==> src/rtl/prism_pkg.sv <==
// Shared types and constants for the PRISM debug-port configuration loader.
package prism_pkg;

    localparam int PRISM_DBG_AW      = 6;
    localparam int PRISM_WORD_STRIDE = 4;

    typedef enum logic [2:0] {
        IDLE,
        HALT,
        COLLECT,
        WRITE,
        RELEASE
    } ld_state_t;

endpackage

==> src/rtl/prism_dbg_arb.sv <==
// Purpose: CPU-priority two-way mux onto the PRISM 32-bit debug write port.
// Latency: purely combinational, zero cycles.
// Backpressure: none here; the loader stalls itself whenever cpu_wr_i is high.
module prism_dbg_arb
    import prism_pkg::*;
(
    input  logic                    cpu_wr_i,
    input  logic [PRISM_DBG_AW-1:0] cpu_addr_i,
    input  logic [31:0]             cpu_wdata_i,
    input  logic                    ld_wr_i,
    input  logic [PRISM_DBG_AW-1:0] ld_addr_i,
    input  logic [31:0]             ld_wdata_i,
    output logic                    dbg_wr_o,
    output logic [PRISM_DBG_AW-1:0] dbg_addr_o,
    output logic [31:0]             dbg_wdata_o
);

    // Address and data sit at zero whenever the port is not being written.
    always_comb begin
        dbg_wr_o    = 1'b0;
        dbg_addr_o  = '0;
        dbg_wdata_o = '0;
        if (cpu_wr_i) begin
            dbg_wr_o    = 1'b1;
            dbg_addr_o  = cpu_addr_i;
            dbg_wdata_o = cpu_wdata_i;
        end else if (ld_wr_i) begin
            dbg_wr_o    = 1'b1;
            dbg_addr_o  = ld_addr_i;
            dbg_wdata_o = ld_wdata_i;
        end
    end

endmodule

==> src/rtl/prism_loader.sv <==
// Purpose: assemble a byte stream into LE 32-bit words and write them to PRISM tables, holding the FSM in reset.
// Latency: 2 + 5*WORDS cycles from start to done, +1 per stalled byte or CPU write during COLLECT/WRITE.
// Backpressure: byte_ready drops outside COLLECT and whenever a CPU write owns the debug port.
module prism_loader
    import prism_pkg::*;
#(
    parameter int unsigned                 WORDS     = 8,
    parameter logic [PRISM_DBG_AW-1:0]     BASE_ADDR = 6'h04
) (
    input  logic                    clk,
    input  logic                    rst,
    input  logic                    start,
    input  logic                    abort,
    input  logic                    byte_valid,
    input  logic [7:0]              byte_data,
    output logic                    byte_ready,
    input  logic                    cpu_wr,
    input  logic [PRISM_DBG_AW-1:0] cpu_addr,
    input  logic [31:0]             cpu_wdata,
    output logic                    dbg_wr,
    output logic [PRISM_DBG_AW-1:0] dbg_addr,
    output logic [31:0]             dbg_wdata,
    output logic                    fsm_reset,
    output logic                    fsm_enable,
    output logic                    busy,
    output logic                    done,
    output logic                    err
);

    localparam logic [3:0]              WORDS_L  = 4'(WORDS);
    localparam logic [PRISM_DBG_AW-1:0] STRIDE_L = PRISM_DBG_AW'(PRISM_WORD_STRIDE);

    ld_state_t               state_q, state_d;
    logic [1:0]              k_q, k_d;
    logic [3:0]              cnt_q, cnt_d;
    logic [PRISM_DBG_AW-1:0] addr_q, addr_d;
    logic [31:0]             word_q, word_d;
    logic                    fsm_enable_q, fsm_enable_d;
    logic                    err_q, err_d;
    logic                    ld_wr;

    assign busy       = (state_q != IDLE);
    assign fsm_reset  = (state_q == HALT) || (state_q == COLLECT) || (state_q == WRITE);
    assign fsm_enable = fsm_enable_q;
    assign done       = (state_q == RELEASE);
    assign err        = err_q;

    // Gating with rst keeps a synchronous reset from leaking a half-finished write.
    assign byte_ready = !rst && (state_q == COLLECT) && !cpu_wr;
    assign ld_wr      = !rst && (state_q == WRITE) && !cpu_wr;

    always_comb begin
        state_d      = state_q;
        k_d          = k_q;
        cnt_d        = cnt_q;
        addr_d       = addr_q;
        word_d       = word_q;
        fsm_enable_d = fsm_enable_q;
        err_d        = 1'b0;
        if (busy && abort) begin
            state_d      = IDLE;
            fsm_enable_d = 1'b0;
            err_d        = 1'b1;
        end else begin
            if (busy && start) begin
                err_d = 1'b1;
            end
            unique case (state_q)
                IDLE: begin
                    if (start && !abort) begin
                        state_d      = HALT;
                        k_d          = '0;
                        cnt_d        = '0;
                        addr_d       = BASE_ADDR;
                        fsm_enable_d = 1'b0;
                    end
                end
                HALT: state_d = COLLECT;
                COLLECT: begin
                    if (byte_valid && byte_ready) begin
                        word_d[{k_q, 3'b000} +: 8] = byte_data;
                        k_d = k_q + 2'd1;
                        if (k_q == 2'd3) begin
                            state_d = WRITE;
                        end
                    end
                end
                WRITE: begin
                    if (ld_wr) begin
                        addr_d = addr_q + STRIDE_L;
                        cnt_d  = cnt_q + 4'd1;
                        if (cnt_q + 4'd1 == WORDS_L) begin
                            state_d      = RELEASE;
                            fsm_enable_d = 1'b1;
                        end else begin
                            state_d = COLLECT;
                        end
                    end
                end
                RELEASE: state_d = IDLE;
                default: state_d = IDLE;
            endcase
        end
    end

    always_ff @(posedge clk) begin
        if (rst) begin
            state_q      <= IDLE;
            k_q          <= '0;
            cnt_q        <= '0;
            addr_q       <= '0;
            word_q       <= '0;
            fsm_enable_q <= 1'b0;
            err_q        <= 1'b0;
        end else begin
            state_q      <= state_d;
            k_q          <= k_d;
            cnt_q        <= cnt_d;
            addr_q       <= addr_d;
            word_q       <= word_d;
            fsm_enable_q <= fsm_enable_d;
            err_q        <= err_d;
        end
    end

    prism_dbg_arb u_arb (
        .cpu_wr_i    (cpu_wr),
        .cpu_addr_i  (cpu_addr),
        .cpu_wdata_i (cpu_wdata),
        .ld_wr_i     (ld_wr),
        .ld_addr_i   (addr_q),
        .ld_wdata_i  (word_q),
        .dbg_wr_o    (dbg_wr),
        .dbg_addr_o  (dbg_addr),
        .dbg_wdata_o (dbg_wdata)
    );

endmodule

==> config.mk <==
export PLATFORM = sky130hd
export DESIGN_NAME = prism_loader
export DESIGN_NICKNAME = d
export VERILOG_FILES = /design/src/rtl/prism_pkg.sv /design/src/rtl/prism_dbg_arb.sv /design/src/rtl/prism_loader.sv
export SDC_FILE = /design/constraint.sdc
export NUM_CORES = 1
export LEC_CHECK = 0
export BUFFER_PORTS_ARGS = -buffer_cell sky130_fd_sc_hd__buf_2
export CAP_MARGIN = 25
export CORE_AREA = 2 2 74 76
export DETAILED_ROUTE_END_ITERATION = 16
export DIE_AREA = 0 0 76 78
export GPL_ROUTABILITY_DRIVEN = 0
export PLACE_DENSITY_LB_ADDON = 0.08
export REMOVE_ABC_BUFFERS = 1
export SETUP_SLACK_MARGIN = 0.02
export SYNTH_ARGS = -nofsm -noshare
export SYNTH_HDL_FRONTEND = slang
export SYNTH_SLANG_ARGS = --single-unit
==> constraint.sdc <==
create_clock -name clk -period 2.7 [get_ports clk]
set_input_delay 0.135 -clock clk [delete_from_list [all_inputs] [get_ports clk]]
set_output_delay 0.135 -clock clk [all_outputs]
set_load 0.02 [all_outputs]
Yosys cells after proc, flatten, opt, wreduce, memory -nomap -nowiden
Cells that the tools add are included.

Add/sub/neg operators: 4. Equal/unequal tests: 11. Shift operators: 2. Muxes and demuxes: 28. Bitwise gates (word level): 1. Reduce and logical (&&, ||, !) cells: 23.

Operators by type and width (number): 2-to-1 mux 32 bit (2); bitwise mux 32 bit (1); variable shift 8 x 7 -> 32 bit, first input constant (1); indexed part select 8 x 7 -> 32 bit (1); 2-to-1 mux 6 bit (4); AND reduction 4 bit (4); 2-to-1 mux 3 bit (5); case mux 3 bit (4 select lines) (1); case mux 6 bit (2 select lines) (1); logical AND 1 bit (8); 2-to-1 mux 4 bit (2); case mux 4 bit (2 select lines) (1); 2-to-1 mux 1 bit (7); negator 5 -> 7 bit (1); adder 6 x 3 -> 6 bit, second input constant (1); == test 3 x 2 -> 1 bit, second input constant (2); != test 2 x 1 -> 1 bit, second input constant (3); adder 4 x 1 -> 4 bit, second input constant (1); == test 4 bit, second input constant (1); 2-to-1 mux 2 bit (2); != test 2 bit, second input constant (2); case mux 2 bit (2 select lines) (1); nonzero test 2 bit (2); == test 3 x 1 -> 1 bit, second input constant (1); other kinds (11) (14).

Register bits after elaboration: 49. Input port bits: 52. Output and inout port bits: 45. Word-level logic and storage cells: 76.

Depth between registers and ports, before layout
Gate-level depths: netlist (run 1).

Depth after elaboration: 6. Gate-level depth with buffers: 6. Depth with buffers taken out: 5.

Modules after synthesis
A second synthesis (run 1) with hierarchy kept.

Cells, all modules: 313. Area, all modules: 2623.8 um2.

By module, submodules not included: prism_loader (instances 1, cells an instance 260, area each 2163.3 um2, sequential area each 940.9 um2); prism_dbg_arb (instances 1, cells an instance 53, area each 460.4 um2, sequential area each 0.0 um2).

Worst setup path after synthesis (run 1)
No wires, ideal clock.

Path type: flip-flop to flip-flop. From: reg k_q[0]. To: reg word_q[0]. Setup time: 0.072 ns. Arrival time: 1.616 ns. Required time: 2.628 ns. Setup slack: 1.012 ns. Cell stages (with the launch flop): 6. Buffers on the path: 0. Clock period less this slack: 1.688 ns. Path through: dfxtp_1 -> inv_1 -> ha_1 -> nor4b_2 -> nand2_1 -> mux2i_1.

Cells in the longest elaborated chain, start to end: 3. Elaborated cells on any way between the ends: 4. Those cells by class: add/sub (1); shift (2); mux (1).

RTL lines: start, declared (RTL line prism_loader.sv:34) `logic [1:0] k_q, k_d;`; start signal, assigned (RTL line prism_loader.sv:117) `k_q <= k_d;`; negator 5 -> 7 bit (*) (RTL line prism_loader.sv:81) `word_d[{k_q, 3'b000} +: 8] = byte_data;`; indexed part select 8 x 7 -> 32 bit / variable shift 8 x 7 -> 32 bit (equally long branches) (RTL line prism_loader.sv:81); bitwise mux 32 bit (*) (RTL line prism_loader.sv:81); end signal, assigned (RTL line prism_loader.sv:120) `word_q <= word_d;`; end, declared (RTL line prism_loader.sv:37) `logic [31:0] word_q, word_d;`.

Every way passes the cells marked *; elsewhere a longest branch is shown, timed or not. A chain may end at the register's enable or synchronous reset.

Worst setup path in the final report (run 1)
From: reg state_q[0]. To: out dbg_wdata[2].

Cells in the longest elaborated chain, start to end: 5.

RTL lines: start, declared (RTL line prism_loader.sv:33) `ld_state_t state_q, state_d;`; start signal, assigned (RTL line prism_loader.sv:116) `state_q <= state_d;`; == test 3 x 2 -> 1 bit (RTL line prism_loader.sv:50) `assign ld_wr = !rst && (state_q == WRITE) && !cpu_wr;`; logical AND 1 bit (2 in series) (RTL line prism_loader.sv:50); 2-to-1 mux 32 bit (RTL line prism_dbg_arb.sv:27) `end else if (ld_wr_i) begin`; 2-to-1 mux 32 bit (RTL line prism_dbg_arb.sv:23) `if (cpu_wr_i) begin`; end, declared (RTL line prism_loader.sv:22) `output logic [31:0] dbg_wdata,`.

No other way between the ends.

==> results.md, run 1 <==
- Max-cap violations: 0
- Die Y: 78 um
- Yosys warning count: 0
- Avg Cell Area, Syn: 8.94 sq um
- Vias in the first global route: 2282
- DR vias/cell: 5.39
- Tot GR Track Use: 21.2%
- H-tree levels: 2
- CTS buffer count: 5
- Kind of cell adding the most delay to the critical path: flip-flops
- Vias post-DR: 2460
- CP max stage cell: dfxtp_1
- Final worst slack: 0.596 ns
- Reg clk slew, reported paths: 0.08 ns
- Worst Path Buf+Inv: 2
- P&R area growth vs syn: 20.7%
- CTS tree: yes
- DRT iter0 DRCs: 127
- Post-CTS Setup Inserts: 0
- CP Data Required Time: 2.57 ns
- Fin Hold WS: 0.100 ns
- Min-Delay Path Class: primary input to flop
- Run status: completed
- Core Box Area: 5040 sq um
- Top cell type by total area after synthesis: dfxtp_1
- Hold buffers post-CTS: 0
- Cells after Synth: 300
- Ratio of cells with drive above 1 in the final layout: 31.3%
- Largest net degree at the start of global routing: 31
- Boundary pin count: 97
- Final std cells w/o fill: 456
- Worst Path Arrival: 1.97 ns
- Root Buffer: clkbuf_8
- Synth unique cells: 46
- CP Launch Type: flop
- Area of the multi-input gates: 1600 sq um
- Post-cts sizing count: 0
- Main synth FF type: dfxtp_1
- Netlist Area Pre-Place: 2680 sq um
- Worst Tran Pin Value: 0.696 ns
- Setup tns final: 0 ns
- Drc violations: 0
- Final hold vios: 0
- Setup Skew: 0.00857 ns
- Most frequent cells in the layout: buf_2, nand2_1, dfxtp_1
- Max Freq: 0.475 GHz
- Post-route ant nets: 0
- Post-synth ARST share: 0%
- Yosys top cell area share: 35.1%
- Final setup vio count: 0
- Reg2Reg Depth: 5
- Area occupied by registers: 941 sq um
- CTS max path bufs: 2
- PwrDens: 404 nW/um^2
- Critical path class: flop to primary output
- Sink Count: 47
- Hold endpoint: err$_SDFF_PP0_
- IO buf count: 96
- Number of synthesized flops with an enable pin: 0
- Top cells by area, synth: dfxtp_1, mux2i_1, a22o_1, nand2_1, nand3_1
- Grt total ovfl: 0
- Rel. slew slack: 53.5%
- Final WL: 6.31 mm
- CP Capture Type: primary output
- Final HPWL DP: 4.68 mm
- Count of state elements after synthesis: 47
- Placed cell count: 448
- Slew Limit Fails: 0
- Commonest non-fill, non-tap cell in the layout: buf_2
- Worst-Skew Late Latency: 0.29 ns
- Leakage: 1.62 nW
- Final period util: 77.9%
- R2r setup slk: 0.70 ns
- Crit Reg-Reg Startpoint: k_q[0]$_SDFFE_PP0P_
- Hold depth: 2
- Antenna violations before repair: 0
- Fillers: 456
- ANT cells: 0
- Fin crit period: 2.10 ns
- First-pass GRT wire length: 10.5 mm
- Rows: 26
- Routed len/inst: 13.8 um
- Die width: 76 um
- Cell Chain, Critical Path: nand3b_1 -> nor3_4 -> buf_4 -> a22o_1 -> buf_2
- Die area: 5930 sq um
- VDD IR max: 0.000268 V
- RSZ-0062 raised after global routing: false
- Initial Util: 53.2%
- Nets: 446
- Sequential-to-total area share from yosys stat: 35.1%
- HP Start: start
- Router iterations before antenna repair: 6
- Total power draw: 0.00131 W
- Worst slack at placement: 0.715 ns
- Crit-path max cell delay: 0.59 ns
- Crit-path max FO: 21
- R2R Path End: word_q[1]$_SDFFE_PP0P_
==> flip-flops by register name, summed over array words and instances (netlist names) <==
name        flops
word_q         32
addr_q          4
cnt_q           4
state_q         3
k_q             2
err             1
fsm_enable      1
==> cell families (layout without fill, tap and decap cells) <==
group / count (synthesis) / in the layout / synth area share (%)
and+or+nand+nor: 119 / 119 / 22.5
AOI/OAI and AO/OA: 65 / 65 / 20.0
DFF: 47 / 47 / 35.1
muxes: 32 / 32 / 11.9
buffers and inverters: 26 / 112 / 5.64
adders and majority gates: 9 / 9 / 4.20
xor gates and xnor gates: 2 / 2 / 0.653
==> metrics by stage <==
| step | instance area, sq um | utilization (%) |
|---|---|---|
| after floorplan | 2540 | - |
| after global placement | 3150 | 62.6 |
| after detailed placement | 3150 | 62.6 |
| after CTS | 3240 | 64.2 |
| after global routing | 3240 | 64.2 |
| final | 3240 | 64.2 |
==> Yosys cell counts, drive strengths merged, types with 4 or more instances <==
library cell	instances
a211oi	4
mux2i	32
a22o	35
nand3	31
nand2	53
nor3	5
nor2	6
and2	6
clkbuf	11
ha	9
a21oi	9
dfxtp	47
buf	12
==> how the worst max path moves through the flow <==
| stage | to | slack (ns) | cells past startpoint | start |
|---|---|---|---|---|
| 6_report | dbg_wdata[2] | 0.60 | 5 | state_q[0]$_SDFFE_PP0P_ |
| 5_1_grt | dbg_wdata[29] | 0.43 | 5 | state_q[0]$_SDFFE_PP0P_ |
| 4_1_cts | dbg_wdata[2] | 0.62 | 5 | state_q[0]$_SDFFE_PP0P_ |
| 3_5_place_dp | word_q[1]$_SDFFE_PP0P_ | 0.72 | 5 | k_q[0]$_SDFFE_PP0P_ |
| 3_3_place_gp | word_q[4]$_SDFFE_PP0P_ | 0.82 | 5 | k_q[0]$_SDFFE_PP0P_ |
| 2_1_floorplan | dbg_addr[3] | 0.46 | 3 | state_q[0]$_SDFFE_PP0P_ |
==> power breakdown <==
group          switching [W]  leakage, nW  internal, W
Sequential        0.00000521        0.379     0.000695
Combinational       0.000121         1.19    0.0000849
Clock               0.000224       0.0477     0.000177
Total               0.000349         1.62     0.000958
==> routing by layer <==
layer	global-route usage (%)	vias up	routed length (um)
met4	6.55	0	61
met3	3.37	7	308
met2	37.4	71	3060
met1	26.6	1119	2880
li1	-	1263	-
met5	0	-	0
==> final cells by class <==
type	instances	share of cell area, %
Clock buffer	5	2.13
Clock inverter	3	0.464
Inverter	3	0.348
Multi-Input combinational cell	227	49.3
Sequential cell	47	29.1
Tap cell	70	2.70
Timing Repair Buffer	101	16.0
Power figures use the tool's default switching activity.
==> run 2, diff against run 1 <==
Settings changed: ABC_AREA from default to 1, CORE_AREA 2 2 74 76 to 2 2 81 83, DIE_AREA 0 0 76 78 to 0 0 83 85.
Clock period 2.7 ns to 2.1 ns, I/O delays scaled along.
==> run 2 against run 1 <==
Critical path depth rose by 3. Die area rose by 19%. Worst setup slack got worse by 0.36 ns. Routed wire length rose by 17%. Clock power rose by 26%. Final area rose by 16%. Largest cell class unchanged.
==> results.md, run 2 <==
- ANT cells: 0 (unchanged)
- Post-synth ARST share: 0% (unchanged)
- Sequential-to-total area share from yosys stat: 29.9% (was 35.1%)
- Worst Tran Pin Value: 0.532 ns (was 0.696 ns)
- Commonest non-fill, non-tap cell in the layout: nand2_1 (was buf_2)
- Hold buffers post-CTS: 0 (unchanged)
- Router iterations before antenna repair: 5 (was 6)
- Clock power share: 17.8% (was 30.7%)
- IO buf count: 96 (unchanged)
- VDD IR max: 0.000601 V (was 0.000268 V)
- CTS buffer count: 5 (unchanged)
- Antenna violations before repair: 0 (unchanged)
- Cell Chain, Critical Path: inv_1 -> ha_1 -> clkinv_1 -> nor2_1 -> nand3_1 -> nand4_1 -> nand2_1 -> nor2_1 (was nand3b_1 -> nor3_4 -> buf_4 -> a22o_1 -> buf_2)
- Max Freq: 0.537 GHz
- Main synth FF type: dfxtp_1 (unchanged)
- Kind of cell adding the most delay to the critical path: simple AND/OR/NAND/NOR gates (was flip-flops)
- Largest regs: word_q: 32 flops, addr_q: 4 flops, cnt_q: 4 flops (unchanged)
- Crit-path max cell delay: 0.42 ns (was 0.59 ns)
- Fin Hold WS: 0.133 ns (was 0.100 ns)
- Crit Reg-Reg Startpoint: k_q[1]$_SDFFE_PP0P_ (was k_q[0]$_SDFFE_PP0P_)
- Vias in the first global route: 2871 (was 2282)
- P&R area growth vs syn: 19.0% (was 20.7%)
- Setup Skew: 0.00355 ns (was 0.00857 ns)
- Final setup vio count: 0 (unchanged)
- Vias post-DR: 3308 (was 2460)
- Reg2Reg Depth: 8 (was 5)
- Final worst slack: 0.237 ns (was 0.596 ns)
- Largest net degree at the start of global routing: 39 (was 31)
- CTS tree: yes (unchanged)
- Largest register FFs: 32 (unchanged)
- Worst-Skew Late Latency: 0.29 ns (about the same)
- Top cells by area, synth: dfxtp_1, nand2_1, inv_1, nor2_1, nand4_1 (was dfxtp_1, mux2i_1, a22o_1, nand2_1, nand3_1)
- Die width: 83 um (was 76 um)
- Die area: 7060 sq um (was 5930 sq um)
- Boundary pin count: 97 (unchanged)
- CP max stage cell: nor2_1 (was dfxtp_1)
- Reg clk slew, reported paths: 0.08 ns (about the same)
- CP Launch Type: flop (unchanged)
- Final period util: 88.7%
- Core Box Area: 6200 sq um (was 5040 sq um)
- Total power draw: 0.00282 W (was 0.00131 W)
- Number of synthesized flops with an enable pin: 0 (unchanged)
- Min-Delay Path Class: primary input to flop (unchanged)
- H-tree levels: 2 (unchanged)
- Final WL: 7.36 mm (was 6.31 mm)
- Register with the highest flop count: word_q (unchanged)
- Slew Limit Fails: 0 (unchanged)
- Die Y: 85 um (was 78 um)
- Most frequent cells in the layout: nand2_1, buf_2, inv_1 (was buf_2, nand2_1, dfxtp_1)
- Top cell type by total area after synthesis: dfxtp_1 (unchanged)
- Crit path launch: k_q[1]$_SDFFE_PP0P_ (was state_q[0]$_SDFFE_PP0P_)
- CP Data Required Time: 2.33 ns (was 2.57 ns)
- PwrDens: 752 nW/um^2 (was 404 nW/um^2)
- Comb power frac: 44.7% (was 15.7%)
- Worst Path Buf+Inv: 2 (unchanged)
- Final hold vios: 0 (unchanged)
- Yosys warning count: 0 (unchanged)
- Fin crit period: 1.86 ns
- Critical Path Stages: 8 (was 5)
- Top-count cell post-synth: nand2_1 (unchanged)
- Max-cap violations: 0 (unchanged)
- Routed len/inst: 10.6 um (was 13.8 um)
- Tot GR Track Use: 21.5% (was 21.2%)
- Rel. slew slack: 64.4% (was 53.5%)
- Nets: 677 (was 446)
- Crit-path max FO: 9 (was 21)
- Hold depth: 2 (unchanged)
- Rows: 29 (was 26)
- Sequential group share of total power: 37.5% (was 53.6%)
- Count of state elements after synthesis: 47 (unchanged)
- First-pass GRT wire length: 12.8 mm (was 10.5 mm)
- Post-cts sizing count: 1 (was 0)
- Final HPWL DP: 5.45 mm (was 4.68 mm)
- Drc violations: 0 (unchanged)
- Yosys top cell area share: 29.9% (was 35.1%)
- Initial Util: 50.8% (was 53.2%)
- Post-CTS Setup Inserts: 0 (unchanged)
- Synth unique cells: 26 (was 46)
- Leakage: 1.92 nW (was 1.62 nW)
- DRT iter0 DRCs: 159 (was 127)
- Synth cell count leaders: nand2_1, inv_1, nor2_1 (was nand2_1, dfxtp_1, a22o_1)
- Root Buffer: clkbuf_8 (unchanged)
- Ratio of cells with drive above 1 in the final layout: 19.7% (was 31.3%)
- Cells after Synth: 531 (was 300)
- Worst Path Arrival: 2.09 ns (was 1.97 ns)
- HP Start: rst (was start)
- Critical path class: flop to flop (was flop to primary output)
- Grt total ovfl: 0 (unchanged)
- CP Capture Type: flop (was primary output)
- Sw power: 0.00124 W (was 0.000349 W)
- DR vias/cell: 4.78 (was 5.39)
- Run status: completed (unchanged)
- Int Pwr: 0.00158 W (was 0.000958 W)
- Sink Count: 47 (unchanged)
- Post-route ant nets: 0 (unchanged)
- Crit path top cell by count: nor2_1
- Avg Cell Area, Syn: 5.94 sq um (was 8.94 sq um)
- Switching share of power: 43.9% (was 26.7%)
- Netlist Area Pre-Place: 3150 sq um (was 2680 sq um)
- Worst slack at placement: 0.189 ns (was 0.715 ns)
- CTS max path bufs: 2 (unchanged)
- RSZ-0062 raised after global routing: false (unchanged)
run 2: changes by cell type after synthesis, sizes merged, moves of 5 or more:
cell | previous run | this run
nand2 | 53 | 163
inv | 3 | 93
nor2 | 6 | 72
o21ai | 3 | 41
a22o | 35 | 0
nand4 | 3 | 36
mux2i | 32 | 0
and2 | 6 | 1
run 2: layout make-up:
class,count,area (sq um)
fill,658,2450
timing repair buffer,105,548
tap,77,96.3
inverter,94,353
clock buffer,6,72.6
sequential,47,943
multi-input combinational,363,1740
run 2: final timing paths:
kind	endpoint	slack, ns
setup / recovery	word_q[22]$_SDFFE_PP0P_	0.24
hold / removal	cnt_q[1]$_SDFFE_PP0P_	0.13
setup reg to reg	word_q[22]$_SDFFE_PP0P_	0.24
hold reg to reg	fsm_enable$_SDFFE_PP0P_	0.46
run 2: cell families after synthesis:
logic type / synth area share [%]
and+or+nand+nor: 42.8
buffers and inverters: 15.2
AOI/OAI and AO/OA: 8.02
DFF: 29.9
adders and majority gates: 3.57
xor gates and xnor gates: 0.556
run 2: metal layers:
layer,vias up,routed length (um),GRT usage (%)
met4,0,70,5.22
li1,1810,-,-
met3,6,367,3.11
met2,85,3550,38.6
met1,1407,3370,27.4
met5,-,0,0
run 2: metrics by stage:
step | cells | setup TNS (ns) | cell area [sq um] | utilization, %
2_1_floorplan | 504 | -1.62 | 3020 | -
3_3_place_gp | 686 | 0 | 3670 | 59.1
5_1_grt | 692 | 0 | 3750 | 60.5
4_1_cts | 692 | 0 | 3740 | 60.3
3_5_place_dp | 686 | 0 | 3670 | 59.1
6_report | 692 | 0 | 3750 | 60.5
run 2: power groups by stage:
stage / Clock, W / Combinational, W / Sequential [W]
5_1_grt: 0.000549 / 0.00142 / 0.00107
3_3_place_gp: 0 / 0.00123 / 0.00107
2_1_floorplan: 0 / 0.000851 / 0.00108
3_5_place_dp: 0 / 0.00125 / 0.00107
4_1_cts: 0.000522 / 0.00126 / 0.00105
6_report: 0.000504 / 0.00126 / 0.00106
